--- src/rtl/miner_pkg.sv ---
// Shared definitions for the miner job scheduler: 608-bit header layout, FSM encoding and ARM watchdog length.
package miner_pkg;

  localparam int HDR_WORDS         = 19;
  localparam int HDR_W             = 32 * HDR_WORDS;
  localparam int HDR_VERSION       = 0;
  localparam int HDR_PREV_HASH_0   = 1;
  localparam int HDR_MERKLE_ROOT_0 = 9;
  localparam int HDR_BTIME         = 17;
  localparam int HDR_BITS          = 18;

  localparam int ARM_TIMEOUT = 4;

  typedef enum logic [2:0] {
    ST_IDLE   = 3'd0,
    ST_LAUNCH = 3'd1,
    ST_ARM    = 3'd2,
    ST_RUN    = 3'd3,
    ST_REPORT = 3'd4
  } sched_state_t;

  // Word 0 sits at the top of the bus.
  function automatic int hdr_msb(input int word);
    return HDR_W - 1 - 32 * word;
  endfunction

  localparam int BTIME_MSB = hdr_msb(HDR_BTIME);
  localparam int BITS_MSB  = hdr_msb(HDR_BITS);

endpackage

--- src/rtl/miner_job_buf.sv ---
// Two-entry job holder: an active slot feeding the core and one pending slot behind it.
// Latency: push/promote/flush take effect on the next clock edge.
// Backpressure: the owner must not push to pending while pend_vld is high.
module miner_job_buf #(
  parameter int DAT_W = 8
) (
  input  logic             clk,
  input  logic             arst,
  input  logic             flush,
  input  logic             promote,
  input  logic             push,
  input  logic             to_active,
  input  logic [DAT_W-1:0] push_dat,
  output logic             act_vld,
  output logic [DAT_W-1:0] act_dat,
  output logic             pend_vld
);

  logic [DAT_W-1:0] pend_dat;
  logic             act_vld_nxt;
  logic             pend_vld_nxt;
  logic [DAT_W-1:0] act_dat_nxt;
  logic [DAT_W-1:0] pend_dat_nxt;
  logic             pend_live;

  // Ordering within a cycle: flush, then promote, then intake.
  always_comb begin
    act_vld_nxt  = act_vld;
    act_dat_nxt  = act_dat;
    pend_vld_nxt = pend_vld;
    pend_dat_nxt = pend_dat;
    pend_live    = pend_vld && !flush;
    if (flush) begin
      pend_vld_nxt = 1'b0;
    end
    if (promote) begin
      act_vld_nxt  = pend_live;
      act_dat_nxt  = pend_dat;
      pend_vld_nxt = 1'b0;
    end
    if (push) begin
      if (to_active) begin
        act_vld_nxt = 1'b1;
        act_dat_nxt = push_dat;
      end else begin
        pend_vld_nxt = 1'b1;
        pend_dat_nxt = push_dat;
      end
    end
  end

  always_ff @(posedge clk or posedge arst) begin
    if (arst) begin
      act_vld  <= 1'b0;
      act_dat  <= '0;
      pend_vld <= 1'b0;
      pend_dat <= '0;
    end else begin
      act_vld  <= act_vld_nxt;
      act_dat  <= act_dat_nxt;
      pend_vld <= pend_vld_nxt;
      pend_dat <= pend_dat_nxt;
    end
  end

endmodule

--- src/rtl/miner_job_scheduler.sv ---
// Sequences one miner core through host jobs, rolling ntime on nonce exhaustion and reporting results.
// Latency: job accepted into an idle scheduler in cycle N gives core_start in cycle N+1.
// Backpressure: job_ready low while pending is occupied; result held until res_ready, no launch meanwhile.
module miner_job_scheduler
  import miner_pkg::*;
#(
  parameter int JOB_ID_W       = 8,
  parameter int MAX_NTIME_ROLL = 4
) (
  input  logic                clk,
  input  logic                arst,
  input  logic                job_valid,
  output logic                job_ready,
  input  logic [JOB_ID_W-1:0] job_id,
  input  logic [HDR_W-1:0]    job_header,
  input  logic [31:0]         job_nonce_start,
  input  logic                job_flush,
  output logic                core_start,
  output logic                core_use_nonce,
  output logic                core_oneshot,
  output logic [HDR_W-1:0]    core_header,
  output logic [31:0]         core_nonce_in,
  input  logic                core_done,
  input  logic                core_found,
  input  logic [31:0]         core_nonce_out,
  output logic                res_valid,
  input  logic                res_ready,
  output logic [JOB_ID_W-1:0] res_id,
  output logic                res_found,
  output logic [31:0]         res_nonce,
  output logic [31:0]         res_ntime,
  output logic                busy
);

  localparam int JOB_W = JOB_ID_W + HDR_W + 32;
  localparam int RC_W  = (MAX_NTIME_ROLL > 0) ? $clog2(MAX_NTIME_ROLL + 1) : 1;
  localparam int ARM_W = $clog2(ARM_TIMEOUT);
  localparam logic [RC_W-1:0]  ROLL_MAX = RC_W'(MAX_NTIME_ROLL);
  localparam logic [ARM_W-1:0] ARM_LAST = ARM_W'(ARM_TIMEOUT - 1);

  sched_state_t state;
  sched_state_t state_nxt;

  logic                act_vld;
  logic                pend_vld;
  logic [JOB_W-1:0]    act_dat;
  logic [JOB_ID_W-1:0] act_id;
  logic [HDR_W-1:0]    act_hdr;
  logic [31:0]         act_nonce;
  logic [RC_W-1:0]     roll_cnt;
  logic [ARM_W-1:0]    arm_cnt;
  logic                stale;
  logic [31:0]         ntime;

  logic in_flight;
  logic stale_eff;
  logic run_done;
  logic can_roll;
  logic intake;
  logic to_active;
  logic free_active;
  logic promote;

  assign {act_id, act_hdr, act_nonce} = act_dat;

  // ntime is derived rather than stored: it always equals the job's btime plus the sweeps already rolled.
  assign ntime     = act_hdr[BTIME_MSB -: 32] + 32'(roll_cnt);
  assign in_flight = (state == ST_LAUNCH) || (state == ST_ARM) || (state == ST_RUN);
  assign stale_eff = stale || (job_flush && in_flight);
  assign run_done  = (state == ST_RUN) && core_done;
  assign can_roll  = roll_cnt < ROLL_MAX;
  assign intake    = job_valid && job_ready;
  assign to_active = (state == ST_IDLE) && !act_vld;

  assign free_active = (run_done && stale_eff) || ((state == ST_REPORT) && res_ready);
  assign promote     = free_active || ((state == ST_IDLE) && !act_vld && pend_vld);

  miner_job_buf #(
    .DAT_W(JOB_W)
  ) u_job_buf (
    .clk      (clk),
    .arst     (arst),
    .flush    (job_flush),
    .promote  (promote),
    .push     (intake),
    .to_active(to_active),
    .push_dat ({job_id, job_header, job_nonce_start}),
    .act_vld  (act_vld),
    .act_dat  (act_dat),
    .pend_vld (pend_vld)
  );

  always_ff @(posedge clk or posedge arst) begin
    if (arst) begin
      state <= ST_IDLE;
    end else begin
      state <= state_nxt;
    end
  end

  always_comb begin
    state_nxt = state;
    case (state)
      ST_IDLE: begin
        if (act_vld || (intake && to_active)) state_nxt = ST_LAUNCH;
      end
      ST_LAUNCH: state_nxt = ST_ARM;
      ST_ARM: begin
        if (!core_done) state_nxt = ST_RUN;
        else if (arm_cnt == ARM_LAST) state_nxt = ST_LAUNCH;
      end
      ST_RUN: begin
        if (core_done) begin
          if (stale_eff) state_nxt = ST_IDLE;
          else if (core_found) state_nxt = ST_REPORT;
          else if (can_roll) state_nxt = ST_LAUNCH;
          else state_nxt = ST_REPORT;
        end
      end
      ST_REPORT: begin
        if (res_ready) state_nxt = ST_IDLE;
      end
      default: state_nxt = ST_IDLE;
    endcase
  end

  always_comb begin
    core_start     = (state == ST_LAUNCH);
    core_use_nonce = 1'b1;
    core_oneshot   = 1'b0;
    core_nonce_in  = act_nonce;
    core_header    = act_hdr;
    core_header[BTIME_MSB -: 32] = ntime;
    res_valid      = (state == ST_REPORT);
    job_ready      = !pend_vld;
    busy           = (state != ST_IDLE) || pend_vld;
  end

  always_ff @(posedge clk or posedge arst) begin
    if (arst) begin
      roll_cnt  <= '0;
      arm_cnt   <= '0;
      stale     <= 1'b0;
      res_id    <= '0;
      res_found <= 1'b0;
      res_nonce <= '0;
      res_ntime <= '0;
    end else begin
      arm_cnt <= (state == ST_ARM) ? arm_cnt + ARM_W'(1) : '0;
      if (run_done && stale_eff) stale <= 1'b0;
      else if (job_flush && in_flight) stale <= 1'b1;
      if (run_done && !stale_eff) begin
        if (core_found || !can_roll) begin
          res_id    <= act_id;
          res_found <= core_found;
          res_nonce <= core_found ? core_nonce_out : 32'd0;
          res_ntime <= ntime;
        end else begin
          roll_cnt <= roll_cnt + RC_W'(1);
        end
      end
      // Every way out of a job leaves the counter clear for whatever becomes active next.
      if (free_active) roll_cnt <= '0;
    end
  end

endmodule

--- config.mk ---
export PLATFORM = sky130hd
export DESIGN_NAME = miner_job_scheduler
export DESIGN_NICKNAME = d
export VERILOG_FILES = /design/src/rtl/miner_pkg.sv /design/src/rtl/miner_job_buf.sv /design/src/rtl/miner_job_scheduler.sv
export SDC_FILE = /design/constraint.sdc
export NUM_CORES = 2
export LEC_CHECK = 0
export CELL_PAD_IN_SITES_DETAIL_PLACEMENT = 0
export CELL_PAD_IN_SITES_GLOBAL_PLACEMENT = 1
export CORE_AREA = 8 8 536 538
export CTS_CLUSTER_SIZE = 28
export DETAILED_ROUTE_END_ITERATION = 8
export DIE_AREA = 0 0 544 546
export DONT_BUFFER_PORTS = 1
export PLACE_DENSITY = 0.48
export REMOVE_ABC_BUFFERS = 1
export SYNTH_ARGS = -nofsm -noshare
export SYNTH_HDL_FRONTEND = slang
export SYNTH_SLANG_ARGS = --single-unit
export TNS_END_PERCENT = 5
--- constraint.sdc ---
create_clock -name clk -period 95.7 [get_ports clk]
set_clock_uncertainty 0.05 [all_clocks]
set_input_delay 9.57 -clock clk [delete_from_list [all_inputs] [get_ports clk]]
set_output_delay 9.57 -clock clk [all_outputs]
set_load 0.01 [all_outputs]
# Word-level counts from Yosys, hierarchy flattened
# Cells that the tools add are included.
[totals] ff_bits=1380 inputBits=687 out_inout_bits=719 wordCells=84
[classes] add_sub_neg=3 magnitude_cmp=1 eq_ne=10 n_mux=26 n_bitwise=1 n_reduce_logical=31
[op_table] operator="$mux 648" n=3
[op_table] operator="$mux 3" n=11
[op_table] operator="$add 32x3->32" n=1
[op_table] operator="$mux 32" n=1
[op_table] operator="$pmux 3 s5" n=1
[op_table] operator="$logic_and 1x1->1" n=10
[op_table] operator="$mux 1" n=9
[op_table] operator="$logic_or 1x1->1" n=8
[op_table] operator="$eq 3x2->1 const B" n=2
[op_table] operator="$reduce_and 2->1" n=3
[op_table] operator="$logic_not 1->1" n=5
[op_table] operator="$ne 2x1->1 const B" n=2
[op_table] operator="$ne 2x2->1 const B" n=2
[op_table] operator="$reduce_and 4->1" n=1
[op_table] operator="$reduce_bool 2->1" n=2
[op_table] operator="$add 3x1->3 const B" n=1
[op_table] operator="$eq 3x1->1 const B" n=1
[op_table] operator="$eq 3x3->1 const B" n=1
[op_table] operator="$logic_not 3->1" n=1
[op_table] operator="$lt 3x3->1 const B" n=1
[op_table] operator="$ne 3x2->1 const B" n=1
[op_table] operator="$reduce_bool 3->1" n=1
[op_table] operator="$add 2x1->2 const B" n=1
[op_table] operator="$eq 2x2->1 const B" n=1
[op_table] operator="2 further kinds" n=2

# Depth between registers and ports, before layout
[depth] word_depth=11 mapped_depth=9

# Cells and area by module
# Synthesis repeated with hierarchy kept, for this count alone.
[unflattened] cells_unflattened=4645 hier_area_um2=58984.1
[by_module_without_submodules] module="miner_job_buf" instances=1 cells_per_inst=4259 area_each_um2=54873.9 seq_area_each_um2=32481.2
[by_module_without_submodules] module="miner_job_scheduler" instances=1 cells_per_inst=386 area_each_um2=4110.2 seq_area_each_um2=2052.0

# Least setup slack after synthesis
# No wires, ideal clock.
[synth_path] kind="reg2out" start="register roll_cnt[2]" end="output core_header[51]" arrival_time_ns=1.784 required_time_ns=86.080 path_slack_ns=84.296 stages_incl_launch_ff=6 cell_sequence="dfrtp_1 > ha_1 > a21oi_1 > a211oi_2 > nand4_1 > xnor2_1"
[synth_via] elab_chain_len=1
[synth_rtl] item="from (decl)" line_no="miner_job_scheduler.sv:50" text="logic [RC_W-1:0] roll_cnt;"
[synth_rtl] item="from (signal assigned)" line_no="miner_job_scheduler.sv:159" text="roll_cnt <= roll_cnt + RC_W'(1);"
[synth_rtl] item="$add 32x3->32" line_no="miner_job_scheduler.sv:67" text="assign ntime = act_hdr[BTIME_MSB -: 32] + 32'(roll_cnt);"
[synth_rtl] item="to (decl)" line_no="miner_job_scheduler.sv:21" text="output logic [HDR_W-1:0] core_header,"
# No other way between the ends.

# Worst setup path after layout
[layout_path] start="input job_valid" end="register u_job_buf.pend_dat[192]"
[layout_via] elab_chain_len=2
[layout_rtl] item="from (decl)" line_no="miner_job_scheduler.sv:12" text="input logic job_valid,"
[layout_rtl] item="$logic_and 1x1->1" line_no="miner_job_scheduler.sv:72" text="assign intake = job_valid && job_ready;"
[layout_rtl] item="$reduce_and 2->1 (no line)"
[layout_rtl] item="to (signal assigned)" line_no="miner_job_buf.sv:62" text="pend_dat <= pend_dat_nxt;"
[layout_rtl] item="to (decl)" line_no="miner_job_buf.sv:19" text="logic [DAT_W-1:0] pend_dat;"
# No other way between the ends.
# A chain may end at the register's enable or synchronous reset.

==> impl_metrics.py <==
metrics = {
    "run_status": {
        "status": "complete, no violations",
    },
    "place": {
        "port_buffers": 0,
        "hpwl_um": 165400,
        "dp_slack_ns": 80.70,
        "gp_congestion": 0.8037,
    },
    "cts": {
        "hold_buffers": 0,
        "htree_levels": 4,
        "cts_tree": "done",
        "clock_latency_ns": 0.81,
        "ctsLongestPathBuffers": 4,
        "cts_setup_buffers": 0,
        "ctsResizeCount": 0,
        "root_buffer": "clkbuf_16",
        "cts_made_buffers": 166,
        "clock-sinks": 1380,
        "cts.clk_slew.worst_paths_ns": 0.06,
    },
    "critical_path": {
        "worstPathArrival_ns": 14.69,
        "cp_max_fo": 62,
        "worstPathRequired_ns": 96.31,
        "worstSetupStartpointType": "input port",
        "timing.rr.end": "u_job_buf.act_dat[631]$_DFF_PP0_",
        "end_kind": "flop",
        "reg2reg_slack_ns": 89.24,
        "critical_path_class": "in -> reg",
        "r2r-start": "state[2]$_DFFE_PP0P_",
        "reg2reg_depth": 10,
    },
    "sta": {
        "hold_viol": 0,
        "worst_slack_ns": 81.62,
        "maxSlewHeadroom_pct": 22.38,
        "tns_ns": 0,
        "setup_violations": 0,
        "final-max-slew-violation-count": 0,
        "min_period_ns": 14.08,
        "rsz0062_at_grt": "false",
        "worstMarginPinSlew_ns": 1.156,
        "fin_crit_sh_pct": 14.72,
        "max_freq_mhz": 71.00,
    },
    "yosys": {
        "synthCells": 5892,
        "synth_edf_count": 0,
        "ys_seq_elements": 1380,
        "avgSynthCellArea_um2": 10.45,
        "ys_warn_count": 0,
        "synth_seq_area_share_pct": 56.09,
        "synth-main-ff-cell": "dfrtp_1",
        "synthArstFlopShare_pct": 100.0,
        "syn_area_um2": 61560,
        "yosysUniqueCellTypes": 48,
    },
    "layout": {
        "final_cell_mix": "dfrtp_1, nand2_1, nor2_1",
        "final_common_cell": "dfrtp_1",
        "area_growth_pct": 6.880,
        "layout-drive-gt1-share_pct": 7.315,
        "final_nets": 5838,
    },
    "route": {
        "via_count": 39450,
        "avgViaCountPerCell": 4.373,
        "firstDrtPassIters": 7,
        "wl_um": 227600,
        "drcViolationCount": 0,
        "antenna_left": 0,
        "first_iter_violations": 2493,
        "wl_per_cell_um": 25.23,
    },
    "floorplan": {
        "rows": 194,
        "core_um2": 278400,
        "die_h_um": 546,
        "start_util_pct": 22.11,
        "die-width_um": 544,
        "die_area_um2": 297000,
        "boundaryPins": 1406,
    },
    "power": {
        "power_frac_seq_pct": 49.1,
        "powerDensity_nw_per_um2": 38.33,
        "clockPowerShare_pct": 25.0,
        "power_mw": 2.522,
        "p_sw_uw": 996.5,
        "switching_share_pct": 39.51,
        "peakVddDrop_v": 0.00001826,
        "internal_power_mw": 1.526,
        "power.leakage_nw": 28.02,
        "p_comb_share_pct": 25.9,
    },
    "grt": {
        "overflow": 0,
        "grt_start_max_net_pins": 191,
        "antenna_found_initial": 51,
        "track_usage_pct": 14.61,
        "grt_pass1_wl_um": 319400,
        "grt_pass1_vias": 39230,
    },
    "worst_hold_path": {
        "min_path_cells": 1,
        "holdPathEnd": "arm_cnt[0]$_DFF_PP0_",
        "min_from": "arm_cnt[0]$_DFF_PP0_",
        "hold_path.class": "reg -> reg",
    },
    "job": {
        "max_cap_violations": 0,
    },
}
## worst max-delay path by stage
stage,depth (start not counted),to,from,slack (ns)
6_report,8,u_job_buf.pend_dat[192]$_DFFE_PP0P_,job_valid,81.62
5_1_grt,8,u_job_buf.pend_dat[177]$_DFFE_PP0P_,job_valid,81.31
4_1_cts,8,u_job_buf.pend_dat[410]$_DFFE_PP0P_,job_valid,81.60
3_5_place_dp,8,u_job_buf.pend_dat[454]$_DFFE_PP0P_,job_valid,80.70
3_3_place_gp,8,u_job_buf.pend_dat[462]$_DFFE_PP0P_,job_valid,80.71
2_1_floorplan,1,arm_cnt[0]$_DFF_PP0_,arst,47.17
## registers in the layout, indices dropped and copies added (netlist names)
signal	count
u_job_buf.pend_vld	1
roll_cnt	3
res_nonce	32
u_job_buf.act_dat	648
state	3
res_found	1
u_job_buf.pend_dat	648
u_job_buf.act_vld	1
arm_cnt	2
stale	1
res_id	8
res_ntime	32
## worst max-delay path, stage by stage
cell and delay, ns:
nand2_1 0.08, nor2_4 0.84, buf_4 0.86, buf_4 0.57
buf_4 0.78, buf_4 0.78, buf_4 0.62, mux2_1 0.38
## cell families (layout without fill, tap and decap cells)
logic type | count (synthesis) | count (layout) | synth area share, %
xor+xnor | 30 | 30 | 0.4268
mux | 691 | 691 | 12.64
fa+ha+maj | 6 | 6 | 0.1341
simple gates | 2091 | 2091 | 13.00
flops | 1380 | 1380 | 56.09
compound gates | 700 | 700 | 7.077
other cells | 2 | 35 | 0.01220
buf+inv | 992 | 363 | 10.61
## metrics by stage
step	util, %	cell area, µm²	cells	hold slack, ns
finish	23.63	65800	9020	0.3865
global placement	21.68	60350	8701	0.3791
CTS	23.60	65720	8987	0.3930
floorplan	-	55060	4908	0.3650
detailed placement	21.68	60350	8701	0.3855
global route	23.61	65740	8997	0.4191
## synthesized netlist by cell type, types with 6 or more instances
cell | count | share of area, %
clkbuf_4 | 7 | 0.085
a31oi_1 | 649 | 6.6
mux2_2 | 57 | 1.0
dfrtp_1 | 1380 | 56
nor2_1 | 662 | 4.0
clkbuf_1 | 222 | 1.4
xnor2_1 | 24 | 0.34
nand3_1 | 9 | 0.073
nand2_1 | 1377 | 8.4
buf_6 | 33 | 0.60
buf_2 | 79 | 0.64
a21oi_1 | 8 | 0.065
inv_1 | 8 | 0.049
nand4_1 | 16 | 0.16
buf_4 | 633 | 7.7
o21ai_0 | 33 | 0.27
mux2_1 | 634 | 12
xor2_1 | 6 | 0.085
## per-layer routing
layer  wire [µm]  GRT usage, %
met1       83120         16.21
met2      108200         24.34
met3       31150         8.319
met4        4780         3.202
met5         323             0
## power groups by stage
| stage | Sequential, mW | Clock, mW | Combinational [mW] |
|---|---|---|---|
| floorplan | 1.10 | 0 | 0.677 |
| finish | 1.24 | 0.631 | 0.653 |
| detailed placement | 1.26 | 0 | 0.662 |
| CTS | 1.25 | 0.655 | 0.665 |
| global placement | 1.26 | 0 | 0.642 |
| global route | 1.28 | 0.678 | 0.737 |
## area by class of cell
class | count | area (µm²)
well taps | 3724 | 4659
multi-input cells | 3520 | 20530
repair buffers | 69 | 593.1
fillers | 29790 | 212600
diodes | 33 | 82.58
clock inverters | 42 | 514.2
flip-flops and latches | 1380 | 34530
inverters | 8 | 37.54
clock buffers | 244 | 4848
No activity file was read; power rests on OpenSTA's default activity.
